[src/rtl/spi_mem_pkg.sv]
// Shared types and constants for the SPI memory master.
// Optional build macro: SPI_FAST_READ_EN (fast-read opcode plus a dummy phase).
package spi_mem_pkg;

   localparam int CMD_W   = 8;
   localparam int DUMMY_W = 8;

   localparam logic [7:0] OP_READ      = 8'h03;
   localparam logic [7:0] OP_WRITE     = 8'h02;
   localparam logic [7:0] OP_FAST_READ = 8'h0B;

   typedef enum logic [2:0] {
      ST_IDLE  = 3'd0,
      ST_CMD   = 3'd1,
      ST_ADDR  = 3'd2,
      ST_DATA  = 3'd3,
      ST_DONE  = 3'd4
`ifdef SPI_FAST_READ_EN
      , ST_DUMMY = 3'd5
`endif
   } spi_state_t;

   // Opcode placed at the head of the frame for a read or write request.
   function automatic logic [7:0] opcode_for(input logic rwb);
      logic [7:0] op;
      if (rwb) begin
`ifdef SPI_FAST_READ_EN
         op = OP_FAST_READ;
`else
         op = OP_READ;
`endif
      end else begin
         op = OP_WRITE;
      end
      return op;
   endfunction

endpackage

[src/rtl/spi_clk_gen.sv]
// SCLK divider for the SPI memory master. sclk toggles every CLK_DIV clk
// cycles while enabled; rise_stb/fall_stb flag the clk edge at which sclk
// goes high/low. Disabling or resetting parks sclk low with the count cleared.
module spi_clk_gen #(
   parameter int CLK_DIV = 2
) (
   input  logic clk,
   input  logic resetb,
   input  logic en,
   output logic sclk,
   output logic rise_stb,
   output logic fall_stb
);

   localparam int CNT_W = (CLK_DIV > 1) ? $clog2(CLK_DIV) : 1;
   localparam logic [CNT_W-1:0] CNT_MAX = CNT_W'(CLK_DIV - 1);

   logic [CNT_W-1:0] cnt;
   logic             tc;

   assign tc       = en & (cnt == CNT_MAX);
   assign rise_stb = tc & ~sclk;
   assign fall_stb = tc & sclk;

   // Half-period counter and SCLK toggle register.
   always_ff @(posedge clk) begin
      if (!resetb) begin
         cnt  <= '0;
         sclk <= 1'b0;
      end else if (!en) begin
         cnt  <= '0;
         sclk <= 1'b0;
      end else if (tc) begin
         cnt  <= '0;
         sclk <= ~sclk;
      end else begin
         cnt  <= cnt + CNT_W'(1);
         sclk <= sclk;
      end
   end

endmodule

[src/rtl/spi_mem_master.sv]
// SPI (mode 0) master executing single-word memory reads and writes for the
// CPU control FSM. Frame = opcode + address + data, MSB first; halt_o stalls
// the FSM from the request cycle until the frame has finished.
// Optional build macro: SPI_FAST_READ_EN (reads use 0x0B and an 8-bit dummy phase).
module spi_mem_master
   import spi_mem_pkg::*;
#(
   parameter int CLK_DIV = 2,
   parameter int ADDR_W  = 16,
   parameter int DATA_W  = 16
) (
   input  logic              clk,
   input  logic              resetb,
   input  logic              start_i,
   input  logic              rwb_i,
   input  logic [ADDR_W-1:0] addr_i,
   input  logic [DATA_W-1:0] wdata_i,
   output logic [DATA_W-1:0] rdata_o,
   output logic              rdata_valid_o,
   output logic              halt_o,
   output logic              sclk_o,
   output logic              cs_n_o,
   output logic              mosi_o,
   input  logic              miso_i
);

   localparam int FRAME_W = CMD_W + ADDR_W + DATA_W;
   localparam int MAX_PH  = (ADDR_W > DATA_W) ?
                            ((ADDR_W > CMD_W) ? ADDR_W : CMD_W) :
                            ((DATA_W > CMD_W) ? DATA_W : CMD_W);
   localparam int BC_W    = $clog2(MAX_PH + 1);

   spi_state_t        state;
   spi_state_t        next_state;
   logic              busy;
   logic              rwb_lat;
   // Frame bits still to be sent; the current bit lives in mosi_o itself.
   logic [FRAME_W-2:0] tx_shift;
   logic [DATA_W-1:0] rx_shift;
   logic [BC_W-1:0]   bit_cnt;
   logic [BC_W-1:0]   phase_end;
   logic              phase_last;
   logic              rise_stb;
   logic              fall_stb;

   spi_clk_gen #(
      .CLK_DIV (CLK_DIV)
   ) u_clk_gen (
      .clk      (clk),
      .resetb   (resetb),
      .en       (busy),
      .sclk     (sclk_o),
      .rise_stb (rise_stb),
      .fall_stb (fall_stb)
   );

   // Shifting states keep the divider running; IDLE, DONE and unused codes do not.
   always_comb begin
      busy = 1'b0;
      case (state)
         ST_CMD, ST_ADDR, ST_DATA: busy = 1'b1;
`ifdef SPI_FAST_READ_EN
         ST_DUMMY:                 busy = 1'b1;
`endif
         default:                  busy = 1'b0;
      endcase
   end

   // Index of the last bit of the current phase.
   always_comb begin
      phase_end = '0;
      case (state)
         ST_CMD:   phase_end = BC_W'(CMD_W - 1);
         ST_ADDR:  phase_end = BC_W'(ADDR_W - 1);
         ST_DATA:  phase_end = BC_W'(DATA_W - 1);
`ifdef SPI_FAST_READ_EN
         ST_DUMMY: phase_end = BC_W'(DUMMY_W - 1);
`endif
         default:  phase_end = '0;
      endcase
   end

   assign phase_last = (bit_cnt == phase_end);

   // State register.
   always_ff @(posedge clk) begin
      if (!resetb) begin
         state <= ST_IDLE;
      end else begin
         state <= next_state;
      end
   end

   // Next-state decode and the stall request; phases advance on the falling
   // strobe of their last bit. The IDLE term of halt_o is combinational so the
   // FSM is held in the very cycle it raises start_i.
   always_comb begin
      next_state = state;
      halt_o     = 1'b0;
      case (state)
         ST_IDLE: begin
            if (start_i) begin
               next_state = ST_CMD;
            end else begin
               next_state = ST_IDLE;
            end
         end
         ST_CMD: begin
            if (fall_stb && phase_last) begin
               next_state = ST_ADDR;
            end else begin
               next_state = ST_CMD;
            end
         end
         ST_ADDR: begin
            if (fall_stb && phase_last) begin
`ifdef SPI_FAST_READ_EN
               if (rwb_lat) begin
                  next_state = ST_DUMMY;
               end else begin
                  next_state = ST_DATA;
               end
`else
               next_state = ST_DATA;
`endif
            end else begin
               next_state = ST_ADDR;
            end
         end
`ifdef SPI_FAST_READ_EN
         ST_DUMMY: begin
            if (fall_stb && phase_last) begin
               next_state = ST_DATA;
            end else begin
               next_state = ST_DUMMY;
            end
         end
`endif
         ST_DATA: begin
            if (fall_stb && phase_last) begin
               next_state = ST_DONE;
            end else begin
               next_state = ST_DATA;
            end
         end
         ST_DONE: next_state = ST_IDLE;
         default: next_state = ST_IDLE;
      endcase

      if (resetb && (((state == ST_IDLE) && start_i) || busy)) begin
         halt_o = 1'b1;
      end else begin
         halt_o = 1'b0;
      end
   end

   // Frame datapath: accept/latch, shift out on falling strobes, sample on
   // rising strobes, and hand the read word back on entry to DONE.
   always_ff @(posedge clk) begin
      if (!resetb) begin
         cs_n_o        <= 1'b1;
         mosi_o        <= 1'b0;
         rdata_o       <= '0;
         rdata_valid_o <= 1'b0;
         rwb_lat       <= 1'b0;
         tx_shift      <= '0;
         rx_shift      <= '0;
         bit_cnt       <= '0;
      end else begin
         rdata_valid_o <= 1'b0;
         if (state == ST_IDLE) begin
            if (start_i) begin
               rwb_lat  <= rwb_i;
               // Reads send zeros in the data phase.
               {mosi_o, tx_shift} <= {opcode_for(rwb_i), addr_i,
                                      (rwb_i ? {DATA_W{1'b0}} : wdata_i)};
               cs_n_o   <= 1'b0;
               bit_cnt  <= '0;
            end else begin
               cs_n_o <= 1'b1;
               mosi_o <= 1'b0;
            end
         end else if (busy) begin
            if (rise_stb && rwb_lat && (state == ST_DATA)) begin
               rx_shift <= {rx_shift[DATA_W-2:0], miso_i};
            end
            if (fall_stb) begin
               if (phase_last) begin
                  bit_cnt <= '0;
               end else begin
                  bit_cnt <= bit_cnt + BC_W'(1);
               end
               if (next_state == ST_DONE) begin
                  cs_n_o <= 1'b1;
                  mosi_o <= 1'b0;
                  if (rwb_lat) begin
                     rdata_o       <= rx_shift;
                     rdata_valid_o <= 1'b1;
                  end
               end
`ifdef SPI_FAST_READ_EN
               // Dummy bits drive zero and hold back the pending data bit.
               else if (next_state == ST_DUMMY) begin
                  mosi_o <= 1'b0;
               end
`endif
               else begin
                  mosi_o   <= tx_shift[FRAME_W-2];
                  tx_shift <= {tx_shift[FRAME_W-3:0], 1'b0};
               end
            end
         end else begin
            cs_n_o <= 1'b1;
            mosi_o <= 1'b0;
         end
      end
   end

endmodule

[config.mk]
export PLATFORM = sky130hd
export DESIGN_NAME = spi_mem_master
export DESIGN_NICKNAME = d
export VERILOG_FILES = /design/src/rtl/spi_mem_pkg.sv /design/src/rtl/spi_clk_gen.sv /design/src/rtl/spi_mem_master.sv
export SDC_FILE = /design/constraint.sdc
export NUM_CORES = 1
export LEC_CHECK = 0
export ABC_AREA = 1
export BUFFER_PORTS_ARGS = -buffer_cell sky130_fd_sc_hd__clkbuf_2
export CAP_MARGIN = 20
export CORE_AREA = 2 2 87 89
export CTS_BUF_LIST = sky130_fd_sc_hd__clkbuf_2
export DETAILED_ROUTE_END_ITERATION = 7
export DIE_AREA = 0 0 89 91
export PLACE_DENSITY_LB_ADDON = 0.05
export SLEW_MARGIN = 20
export SYNTH_ARGS = -nofsm -noshare
export SYNTH_HDL_FRONTEND = slang
export SYNTH_SLANG_ARGS = --single-unit
[constraint.sdc]
create_clock -name clk -period 3.8 [get_ports clk]
set_clock_uncertainty 0.05 [all_clocks]
set_input_delay 0.57 -clock clk [delete_from_list [all_inputs] [get_ports clk]]
set_output_delay 0.57 -clock clk [all_outputs]
set_load 0.05 [all_outputs]
==> metrics.yaml, run 1 <==
total_number_of_vias: 3397
global_route.usage.total_pct: 19.5
dieArea_um2: 8100
core_um2: 7140
worstSkewPairLatency_ns: 0.52
yosysWarnings: 0
cellLeakagePower_nw: 2.11
worst_slew_margin_rel_pct: 52.5
drt_pre_antenna_iters: 4
worstPathCellList: "nor2_2 > nand2_1 > buf_4 > inv_2 > nand2_2 > o21ai_0 > clkbuf_2"
critical_path_arrival_ns: 2.54
outcome: "finished, final reports clean"
design_area_um2: 4200
timing.rr.start: "state[1]"
syn-num-nets: 604
finalSetupTns_ns: 0
switchingPower_w: 0.000465
synth_top_cell_by_area: "sky130_fd_sc_hd__dfxtp_1"
final-instance-count-excl-fill: 709
cts.repair.resized: 0
intPower_w: 0.00117
share_clk_of_total_power_pct: 28.3
timing.final.hold_violations: 0
timing.critical_path.slowest_cell_delay_ns: 0.41
grt_busiest_layer: "met2"
maxCapViolCount: 0
postSynthRegisterBits: 85
synth_area_um2: 3820
global_route.usage.met3_pct: 3.27
path_clk_slew_ns: 0.22
end_kind: "output port"
areal_power_density_over_the_cells_nw_per_um2: 389
most_common_flop_cell_mapped_by_yosys: "sky130_fd_sc_hd__dfxtp_1"
start_util_pct: 53.5
crit_path_max_fanout: 35
p_seq_share_pct: 58.3
layout.nets: 643
detail-route-antenna-nets: 0
row_count: 31
cts_buffers: 9
timing.final.crit_share_pct: 83.2
routedWlPerCell_um: 10.7
post_synth_edffs: 0
fillers: 758
drt_drc_violations_left: 0
drt-total-wl_mm: 7.60
post_synth_most_frequent_cells: "sky130_fd_sc_hd__nand2_1 (134), sky130_fd_sc_hd__nor2_1 (134), sky130_fd_sc_hd__dfxtp_1 (85)"
ir_drop_mv: 0.222
cp.required_ns: 3.18
die_height_um: 91
placedInstanceArea_um2: 4080
final_layout_size_suffix_gt1_share_pct: 14.6
tritoncts_num_sinks: 85
h-tree-depth: 3
via_per_inst: 4.79
die-width_um: 89
number_of_distinct_library_cells_after_synthesis: 24
detailedPlacementHpwl_mm: 4.85
cp.buffers_inverters: 3
grt_pass1_wl_mm: 12.8
cell_at_the_root_of_the_clock_tree: "sky130_fd_sc_hd__clkbuf_2"
overflow: 0
combPwrFrac_pct: 13.4
max_freq_mhz: 316
place_inst: 693
multiInputGateArea_um2: 1770
final_max_slew_violation_count: 0
synth_area_per_cell_um2: 6.75
finalWorstSetupSlack_ns: 0.639
async_reset_ff_share_pct: 0
worst_path_max_delay_cell: "sky130_fd_sc_hd__dfxtp_1"
timing.setup.critical_path_class: "reg2out"
drt_iter0_markers: 161
detailedPlace.worstSlack_ns: 0.958
ioPinCount: 58
cp_top_family: "buffers and inverters"
hold_class: "in2reg"
timing_worst_slew_pin_value_ns: 0.712
netlist.area_leader.share_pct: 44.5
post-cts-setup-buffers: 0
design_power_total_w: 0.00163
max-clock-path-buffers: 2
setup_viol: 0
synthCells: 566
postCtsHoldBufs: 0
gp_routability_congestion: 0.788
seqCellArea_um2: 1700
grt_antenna_before_repair: 0
setup.worst_path.start: "state[1]"
grt_use_met2_pct: 33.8
layout-area-overhead-vs-synth_pct: 9.86
cts_tree: "done"
synth.area.top_cells: "sky130_fd_sc_hd__dfxtp_1 (45%), sky130_fd_sc_hd__nand2_1 (13%), sky130_fd_sc_hd__nor2_1 (13%)"
first_global_vias: 3029
timing.critical_path.from_type: "flop"
grt_start_max_net_pins: 72
port-buffer-count: 57
min-delay-start: "miso_i"
antennaDiodeCount: 0
unrepaired_setup_endpoints_after_global_routing: "false"
synth_seq_area_share_pct: 44.5
global_route.usage.met1_pct: 23.8
timing.final.crit_period_ns: 3.16
switching_share_pct: 28.5
layout make-up:
| class | count | share of cell area [%] |
|---|---|---|
| repair buffers | 60 | 7.33 |
| inverters | 49 | 4.38 |
| clock inverters | 6 | 1.49 |
| multi-input cells | 400 | 42.1 |
| well taps | 99 | 2.95 |
| flip-flops and latches | 85 | 40.5 |
| clock buffers | 10 | 1.19 |
kinds of logic (layout without fill, tap and decap cells):
| group | Yosys count | in the layout | synth area share (%) |
|---|---|---|---|
| buffers and inverters | 81 | 125 | 9.20 |
| flip-flops | 85 | 85 | 44.5 |
| AND/OR/NAND/NOR | 318 | 318 | 34.0 |
| XOR/XNOR | 2 | 2 | 0.459 |
| AO/OA/AOI/OAI | 79 | 79 | 11.5 |
| adder cells (fa/ha/maj) | 1 | 1 | 0.327 |
flip-flops by register name (all words and copies together) (netlist names):
register	flops
tx_shift	39
rdata_o	16
rx_shift	16
bit_cnt	5
state	3
cs_n_o	1
mosi_o	1
rdata_valid_o	1
rwb_lat	1
u_clk_gen.cnt	1
u_clk_gen.sclk	1
layer usage:
| metal | up-vias | share of wire, % | wire, um |
|---|---|---|---|
| met4 | 0 | 1.2 | 93 |
| met3 | 8 | 4.3 | 325 |
| met2 | 57 | 47 | 3560 |
| li1 | 1848 | - | - |
| met1 | 1484 | 48 | 3630 |
| met5 | - | 0 | 0 |
tightest hold or removal path, cell delays in order:
cell,delay [ns]
sky130_fd_sc_hd__clkbuf_2,0.07
sky130_fd_sc_hd__o21ai_0,0.07
sky130_fd_sc_hd__nor2_1,0.07
worst paths after layout:
| path | endpoint | slack (ns) | depth (start not counted) |
|---|---|---|---|
| setup reg to reg | tx_shift[28] | 0.93 | 10 |
| setup / recovery | halt_o | 0.64 | 7 |
| hold reg to reg | u_clk_gen.cnt | 0.41 | 1 |
| hold / removal | rx_shift[0] | 0.24 | 3 |
per-stage QoR:
stage          util (%)  hold slack, ns
2_1_floorplan         -           0.362
3_3_place_gp       57.2           0.371
3_5_place_dp       57.2           0.379
4_1_cts            58.8           0.218
5_1_grt            58.8           0.221
6_report           58.8           0.244
placed cells by master (no fill, tap or decap), types with 2 or more instances in the layout:
master,Yosys,routed
sky130_fd_sc_hd__a21oi_1,27,27
sky130_fd_sc_hd__a22oi_1,15,15
sky130_fd_sc_hd__buf_4,1,3
sky130_fd_sc_hd__clkbuf_2,0,67
sky130_fd_sc_hd__clkinvlp_4,0,2
sky130_fd_sc_hd__dfxtp_1,85,85
sky130_fd_sc_hd__inv_1,47,47
sky130_fd_sc_hd__inv_2,2,2
sky130_fd_sc_hd__nand2_1,134,134
sky130_fd_sc_hd__nand2_2,4,4
sky130_fd_sc_hd__nand3_1,35,35
sky130_fd_sc_hd__nor2_1,134,134
sky130_fd_sc_hd__nor2_2,3,3
sky130_fd_sc_hd__nor2_4,3,3
sky130_fd_sc_hd__nor3_1,2,2
sky130_fd_sc_hd__o21ai_0,35,35
sky130_fd_sc_hd__xor2_1,2,2
power by group through the flow:
stage | clock network [W] | registers [W] | logic, W
after floorplan | 0 | 0.000968 | 0.000170
final | 0.000462 | 0.000951 | 0.000219
after detailed placement | 0 | 0.000969 | 0.000220
after global routing | 0.000510 | 0.000957 | 0.000253
after global placement | 0 | 0.000967 | 0.000216
after CTS | 0.000478 | 0.000952 | 0.000221
No activity file was read; power rests on OpenSTA's default activity.
==> run 2: changes to the inputs <==
--- a/config.mk
+++ b/config.mk
@@ -5,13 +5,13 @@
 export SDC_FILE = /design/constraint.sdc
 export NUM_CORES = 1
 export LEC_CHECK = 0
-export ABC_AREA = 1
+export ABC_AREA = 0
 export BUFFER_PORTS_ARGS = -buffer_cell sky130_fd_sc_hd__clkbuf_2
 export CAP_MARGIN = 20
-export CORE_AREA = 2 2 87 89
+export CORE_AREA = 2 2 89 91
 export CTS_BUF_LIST = sky130_fd_sc_hd__clkbuf_2
 export DETAILED_ROUTE_END_ITERATION = 7
-export DIE_AREA = 0 0 89 91
+export DIE_AREA = 0 0 91 93
 export PLACE_DENSITY_LB_ADDON = 0.05
 export SLEW_MARGIN = 20
 export SYNTH_ARGS = -nofsm -noshare
==> constraint.sdc (replaced) <==
create_clock -name clk -period 2.7 [get_ports clk]
set_clock_uncertainty 0.05 [all_clocks]
set_input_delay 0.405 -clock clk [delete_from_list [all_inputs] [get_ports clk]]
set_output_delay 0.405 -clock clk [all_outputs]
set_load 0.05 [all_outputs]
==> metrics.yaml, run 2 <==
syn-num-nets: 460  # was 604
worst-r2r-setup-slack_ns: 0.50  # was 0.93 ns
grt_pass1_wl_mm: 13.2  # was 12.8 mm
cp.required_ns: 2.25  # was 3.18 ns
finalSetupTns_ns: 0  # unchanged
timing.critical_path.slowest_cell_delay_ns: 0.51  # was 0.41 ns
max_freq_mhz: 441
post_synth_edffs: 0  # unchanged
async_reset_ff_share_pct: 0  # unchanged
grt_antenna_before_repair: 0  # unchanged
hold_slack_ns: 0.0519  # was 0.244 ns
max-clock-path-buffers: 2  # unchanged
synth.area.top_cells: "sky130_fd_sc_hd__dfxtp_1 (44%), sky130_fd_sc_hd__mux2i_1 (9.0%), sky130_fd_sc_hd__a21oi_1 (7.4%)"  # was sky130_fd_sc_hd__dfxtp_1 (45%), sky130_fd_sc_hd__nand2_1 (13%), sky130_fd_sc_hd__nor2_1 (13%)
hold_end: "tx_shift[21]"  # was rx_shift[0]
synth_area_per_cell_um2: 9.19  # was 6.75 um2
timing.setup.critical_path_class: "reg2out"  # unchanged
gp_routability_congestion: 0.809  # was 0.788
path_clk_slew_ns: 0.25  # was 0.22 ns
layout.nets: 504  # was 643
row_count: 32  # was 31
worst_slew_margin_rel_pct: 58.8  # was 52.5%
layout-area-overhead-vs-synth_pct: 11.3  # was 9.86%
min-delay-start: "addr_i[5]"  # was miso_i
drt-total-wl_mm: 7.90  # was 7.60 mm
synth_top_cell_by_area: "sky130_fd_sc_hd__dfxtp_1"  # unchanged
postCtsHoldBufs: 1  # was 0
synthMostInstantiatedCell: "sky130_fd_sc_hd__dfxtp_1"
core_um2: 7530  # was 7140 um2
largestRegisters: "tx_shift x39, rdata_o x16, rx_shift x16"  # unchanged
overflow: 0  # unchanged
worstPathCellList: "nor2_1 > o31a_1 > buf_12"  # was nor2_2 > nand2_1 > buf_4 > inv_2 > nand2_2 > o21ai_0 > clkbuf_2
critical_path_arrival_ns: 1.81  # was 2.54 ns
antennaDiodeCount: 0  # unchanged
die-width_um: 91  # was 89 um
design_power_total_w: 0.00222  # was 0.00163 W
final_layout_size_suffix_gt1_share_pct: 24.6  # was 14.6%
detailedPlacementHpwl_mm: 5.00  # was 4.85 mm
reg2reg_depth: 5  # was 10
multiInputGateArea_um2: 1950  # was 1770 um2
timing.critical_path.from_type: "flop"  # unchanged
global_route.usage.total_pct: 18.9  # was 19.5%
maxCapViolCount: 0  # unchanged
synth_area_um2: 3880  # was 3820 um2
post-cts-setup-buffers: 0  # unchanged
most_common_flop_cell_mapped_by_yosys: "sky130_fd_sc_hd__dfxtp_1"  # unchanged
final_max_slew_violation_count: 0  # unchanged
cp.buffers_inverters: 1  # was 3
cts_tree: "done"  # unchanged
synthCells: 422  # was 566
crit_path_max_fanout: 12  # was 35
critical_path.reg2reg.endpoint: "tx_shift[15]"  # was tx_shift[28]
largest_register_ff_count: 39  # unchanged
postSynthRegisterBits: 85  # unchanged
tritoncts_num_sinks: 85  # unchanged
drt_iter0_markers: 130  # was 161
port-buffer-count: 57  # unchanged
seqCellArea_um2: 1700  # unchanged
setup_viol: 0  # unchanged
drt_drc_violations_left: 0  # unchanged
mostFrequentLayoutCells: "sky130_fd_sc_hd__dfxtp_1 (85), sky130_fd_sc_hd__nand2_1 (71), sky130_fd_sc_hd__clkbuf_2 (65)"  # was sky130_fd_sc_hd__nand2_1 (134), sky130_fd_sc_hd__nor2_1 (134), sky130_fd_sc_hd__dfxtp_1 (85)
areal_power_density_over_the_cells_nw_per_um2: 515  # was 389 nW/um2
worstSkewPairLatency_ns: 0.54  # was 0.52 ns
drt_pre_antenna_iters: 4  # unchanged
h-tree-depth: 3  # unchanged
routedWlPerCell_um: 13.8  # was 10.7 um
cts_buffers: 9  # unchanged
ioPinCount: 58  # unchanged
first_global_vias: 2880  # was 3,029
timing_worst_slew_pin_value_ns: 0.610  # was 0.712 ns
die_height_um: 93  # was 91 um
ir_drop_mv: 0.225  # was 0.222 mV
unrepaired_setup_endpoints_after_global_routing: "false"  # unchanged
outcome: "finished, final reports clean"  # unchanged
yosysWarnings: 0  # unchanged
grt_start_max_net_pins: 59  # was 72
post_synth_most_frequent_cells: "sky130_fd_sc_hd__dfxtp_1 (85), sky130_fd_sc_hd__nand2_1 (71), sky130_fd_sc_hd__a21oi_1 (57)"  # was sky130_fd_sc_hd__nand2_1 (134), sky130_fd_sc_hd__nor2_1 (134), sky130_fd_sc_hd__dfxtp_1 (85)
whs_path_depth: 3  # unchanged
detail-route-antenna-nets: 0  # unchanged
netlist.area_leader.share_pct: 43.9  # was 44.5%
via_per_inst: 5.51  # was 4.79
timing.final.crit_share_pct: 84.0
end_kind: "output port"  # unchanged
timing.final.hold_violations: 0  # unchanged
hold_class: "in2reg"  # unchanged
number_of_distinct_library_cells_after_synthesis: 47  # was 24
fillers: 750  # was 758
timing.final.crit_period_ns: 2.27
mostFrequentLayoutCell: "sky130_fd_sc_hd__dfxtp_1"
worst_path_max_delay_cell: "sky130_fd_sc_hd__dfxtp_1"  # unchanged
total_number_of_vias: 3159  # was 3,397
start_util_pct: 51.5  # was 53.5%
cts.repair.resized: 0  # unchanged
cp_top_family: "flip-flops"  # was buffers and inverters
dieArea_um2: 8460  # was 8100 um2
cellLeakagePower_nw: 1.57  # was 2.11 nW
timing.rr.start: "state[1]"  # unchanged
cell_at_the_root_of_the_clock_tree: "sky130_fd_sc_hd__clkbuf_2"  # unchanged
synth_seq_area_share_pct: 43.9  # was 44.5%
max_flop_register: "tx_shift"  # unchanged
==> run 2: logic make-up (layout without fill, tap and decap cells) <==
group                    count (synthesis)  after routing  synth area share (%)
AND/OR/NAND/NOR                        145            145                  20.6
AO/OA/AOI/OAI                          109            109                  18.9
flip-flops                              85             85                  43.9
buffers and inverters                   42             91                  5.90
multiplexers                            35             35                  9.03
XOR/XNOR                                 5              5                  1.32
adder cells (fa/ha/maj)                  1              1                 0.323
==> run 2: how the worst max path moves through the flow <==
stage                              start            to  slack (ns)  depth (start not counted)
final                           state[2]        halt_o        0.43                          3
after global routing            state[2]        halt_o        0.29                          3
after CTS                       state[2]        halt_o        0.39                          3
after detailed placement        state[1]   tx_shift[9]        0.55                          5
after global placement          state[1]   tx_shift[6]        0.60                          5
after floorplan           u_clk_gen.sclk  tx_shift[13]        0.58                          6
==> run 2: per-layer routing <==
metal / GRT usage, % / wire length [um]
met5: 0 / 0
met4: 6.44 / 91
met3: 3.22 / 257
met2: 31.9 / 3650
met1: 24.5 / 3900
==> run 2: final cells by class <==
cell class | count | share of cell area (%)
clock buffers | 9 | 1.04
clock inverters | 7 | 1.48
well taps | 102 | 2.96
multi-input cells | 295 | 45.3
flip-flops and latches | 85 | 39.4
inverters | 4 | 0.348
repair buffers | 71 | 9.50
==> run 2: stage by stage <==
| step | cell area [um2] | std cells | util (%) | setup slack [ns] |
|---|---|---|---|---|
| floorplan | 3880 | 422 | - | 0.583 |
| global placement | 4190 | 555 | 55.7 | 0.601 |
| detailed placement | 4190 | 555 | 55.7 | 0.552 |
| CTS | 4310 | 572 | 57.2 | 0.394 |
| global route | 4320 | 573 | 57.4 | 0.291 |
| finish | 4320 | 573 | 57.4 | 0.432 |
==> run 2: report_power, final <==
| part | internal (W) | leakage [nW] | total, W | switching, W |
|---|---|---|---|---|
| Combinational | 0.000107 | 0.811 | 0.000257 | 0.000150 |
| Clock | 0.000145 | 0.0634 | 0.000632 | 0.000487 |
| Sequential | 0.00130 | 0.693 | 0.00133 | 0.0000300 |
| Total | 0.00156 | 1.57 | 0.00222 | 0.000667 |
==> run 2: tightest hold or removal path, cell delays in order <==
cell and delay (ns):
sky130_fd_sc_hd__clkbuf_2 0.08, sky130_fd_sc_hd__nand2_1 0.05, sky130_fd_sc_hd__a311oi_1 0.07
==> run 3: changes to the inputs <==
--- a/config.mk
+++ b/config.mk
@@ -5,13 +5,13 @@
 export SDC_FILE = /design/constraint.sdc
 export NUM_CORES = 1
 export LEC_CHECK = 0
-export ABC_AREA = 0
+export ABC_AREA = 1
 export BUFFER_PORTS_ARGS = -buffer_cell sky130_fd_sc_hd__clkbuf_2
 export CAP_MARGIN = 20
-export CORE_AREA = 2 2 89 91
+export CORE_AREA = 2 2 88 90
 export CTS_BUF_LIST = sky130_fd_sc_hd__clkbuf_2
 export DETAILED_ROUTE_END_ITERATION = 7
-export DIE_AREA = 0 0 91 93
+export DIE_AREA = 0 0 90 92
 export PLACE_DENSITY_LB_ADDON = 0.05
 export SLEW_MARGIN = 20
 export SYNTH_ARGS = -nofsm -noshare
==> constraint.sdc (replaced) <==
create_clock -name clk -period 2 [get_ports clk]
set_clock_uncertainty 0.05 [all_clocks]
set_input_delay 0.3 -clock clk [delete_from_list [all_inputs] [get_ports clk]]
set_output_delay 0.3 -clock clk [all_outputs]
set_load 0.05 [all_outputs]
==> metrics.yaml, run 3 (same netlist as run 1, synthesis figures left out) <==
routedWlPerCell_um: 10.9  # was 13.8 um
crit_path_max_fanout: 7  # was 12
hold_class: "in2reg"  # unchanged
cts_buffers: 9  # unchanged
dieArea_um2: 8280  # was 8460 um2
die-width_um: 90  # was 91 um
cp.buffers_inverters: 2  # was 1
detailedPlacementHpwl_mm: 4.95  # was 5.00 mm
antennaDiodeCount: 0  # unchanged
max_freq_mhz: 518
layout.nets: 660  # was 504
critical_path_arrival_ns: 1.58  # was 1.81 ns
maxCapViolCount: 0  # unchanged
outcome: "finished, final reports clean"  # unchanged
worst_slew_margin_rel_pct: 62.5  # was 58.8%
fillers: 726  # was 750
timing.final.crit_share_pct: 96.6
worstSkewPairLatency_ns: 0.50  # was 0.54 ns
drt_iter0_markers: 239  # was 130
timing.final.hold_violations: 0  # unchanged
design_power_total_w: 0.00331  # was 0.00222 W
grt_start_max_net_pins: 60  # was 59
grt_antenna_before_repair: 0  # unchanged
setup_viol: 0  # unchanged
mostFrequentLayoutCells: "sky130_fd_sc_hd__nor2_1 (134), sky130_fd_sc_hd__nand2_1 (131), sky130_fd_sc_hd__dfxtp_1 (82)"  # was sky130_fd_sc_hd__dfxtp_1 (85), sky130_fd_sc_hd__nand2_1 (71), sky130_fd_sc_hd__clkbuf_2 (65)
worstPathCellList: "nor2_4 > buf_4 > nor2_4 > nand2_4 > o21ai_4 > buf_12"  # was nor2_1 > o31a_1 > buf_12
die_height_um: 92  # was 93 um
tritoncts_num_sinks: 85  # unchanged
detail-route-antenna-nets: 0  # unchanged
max-clock-path-buffers: 2  # unchanged
row_count: 32  # unchanged
drt_drc_violations_left: 0  # unchanged
cellLeakagePower_nw: 2.24  # was 1.57 nW
largestRegisters: "tx_shift x39, rdata_o x16, rx_shift x16"  # unchanged
place_inst: 704  # was 555
end_kind: "output port"  # unchanged
ir_drop_mv: 0.356  # was 0.225 mV
ioPinCount: 58  # unchanged
cp_top_family: "flip-flops"  # unchanged
timing.setup.critical_path_class: "reg2out"  # unchanged
largest_register_ff_count: 39  # unchanged
h-tree-depth: 3  # unchanged
port-buffer-count: 57  # unchanged
mostFrequentLayoutCell: "sky130_fd_sc_hd__nor2_1"  # was sky130_fd_sc_hd__dfxtp_1
drt-total-wl_mm: 7.97  # was 7.90 mm
final_max_slew_violation_count: 0  # unchanged
unrepaired_setup_endpoints_after_global_routing: "true"  # was false
timing_worst_slew_pin_value_ns: 0.563  # was 0.610 ns
timing.critical_path.slowest_cell_delay_ns: 0.41  # was 0.51 ns
cp.required_ns: 1.65  # was 2.25 ns
timing.final.crit_period_ns: 1.93
global_route.usage.total_pct: 19.5  # was 18.9%
areal_power_density_over_the_cells_nw_per_um2: 734  # was 515 nW/um2
core_um2: 7450  # was 7530 um2
max_flop_register: "tx_shift"  # unchanged
drt_pre_antenna_iters: 4  # unchanged
cell_at_the_root_of_the_clock_tree: "sky130_fd_sc_hd__clkbuf_2"  # unchanged
first_global_vias: 3199  # was 2,880
overflow: 0  # unchanged
final-instance-count-excl-fill: 729  # was 573
finalCoreUtilization_pct: 60.6  # was 57.4%
cpMostUsedCell: "sky130_fd_sc_hd__nor2_4"
timing.critical_path.from_type: "flop"  # unchanged
final_layout_size_suffix_gt1_share_pct: 18.0  # was 24.6%
total_number_of_vias: 3535  # was 3,159
start_util_pct: 51.3  # was 51.5%
cts_tree: "done"  # unchanged
via_per_inst: 4.85  # was 5.51
layout-area-overhead-vs-synth_pct: 18.0  # was 11.3%
gp_routability_congestion: 0.810  # was 0.809
worst_path_max_delay_cell: "sky130_fd_sc_hd__dfxtp_4"  # was sky130_fd_sc_hd__dfxtp_1
path_clk_slew_ns: 0.24  # was 0.25 ns
grt_pass1_wl_mm: 13.6  # was 13.2 mm
## run 3: changes by cell type in the layout (fill, tap and decap cells not counted), sizes merged, moves of 16 or more
cell / previous run / this run
o21ai: 9 / 35
nor3b: 17 / 0
nand3: 5 / 35
a21oi: 59 / 27
nor2: 28 / 140
a211oi: 17 / 1
mux2i: 35 / 0
nand2: 71 / 139
inv: 9 / 50
a311oi: 17 / 0
## run 3: path summary, 6_finish.rpt
kind,start,endpoint,slack (ns),depth (start not counted)
max,state[0],halt_o,0.07,6
min,wdata_i[0],tx_shift[0],0.05,5
max reg2reg,state[0],tx_shift[17],0.14,11
min reg2reg,u_clk_gen.cnt,u_clk_gen.cnt,0.40,1
## run 3: report_power, final
part	leakage, nW	switching, W	total [W]	internal, W
clock	0.0825	0.000598	0.00102	0.000420
combinational	1.46	0.000289	0.000487	0.000199
sequential	0.696	0.0000332	0.00181	0.00177
## run 3: metal layers
layer / GRT usage (%) / part of all wire (%) / wire [um]
met3: 3.53 / 3.6 / 283
met1: 23.5 / 49 / 3890
met4: 6.79 / 0.73 / 58
met5: 0 / 0 / 0
met2: 35.0 / 47 / 3740
## run 3: repair_timing
item	in CTS	in global routing
pin swaps	2	3
gates resized for setup	12	7
hold buffers	2	0
setup buffers	3	3
gates cloned	0	1
endpoints found under the setup margin	3	44
hold endpoints to repair	2	0
## run 3: cell type report
class / count / area [um2] / share of cell area, %
repair buffers: 77 / 510 / 11.3
clock inverters: 7 / 98.8 / 2.19
flip-flops and latches: 85 / 1710 / 37.9
well taps: 102 / 128 / 2.83
inverters: 49 / 184 / 4.08
clock buffers: 9 / 45.0 / 0.999
multi-input cells: 400 / 1830 / 40.6
## run 3: tightest hold or removal path: cells and delay by family
family                 cells  cell delay, ns
buffers and inverters      1            0.08
AND/OR/NAND/NOR            4            0.22
## run 3: stage by stage
| stage | setup TNS, ns | setup WS (ns) | cell area (um2) | hold WS [ns] |
|---|---|---|---|---|
| global placement | 0 | 0.105 | 4200 | 0.376 |
| detailed placement | 0 | 0.0182 | 4200 | 0.374 |
| CTS | -0.00675 | -0.00675 | 4430 | 0.00622 |
| global route | -0.554 | -0.0781 | 4510 | 0.0320 |
| floorplan | 0 | 0.0265 | 3820 | 0.362 |
| finish | 0 | 0.0676 | 4510 | 0.0486 |
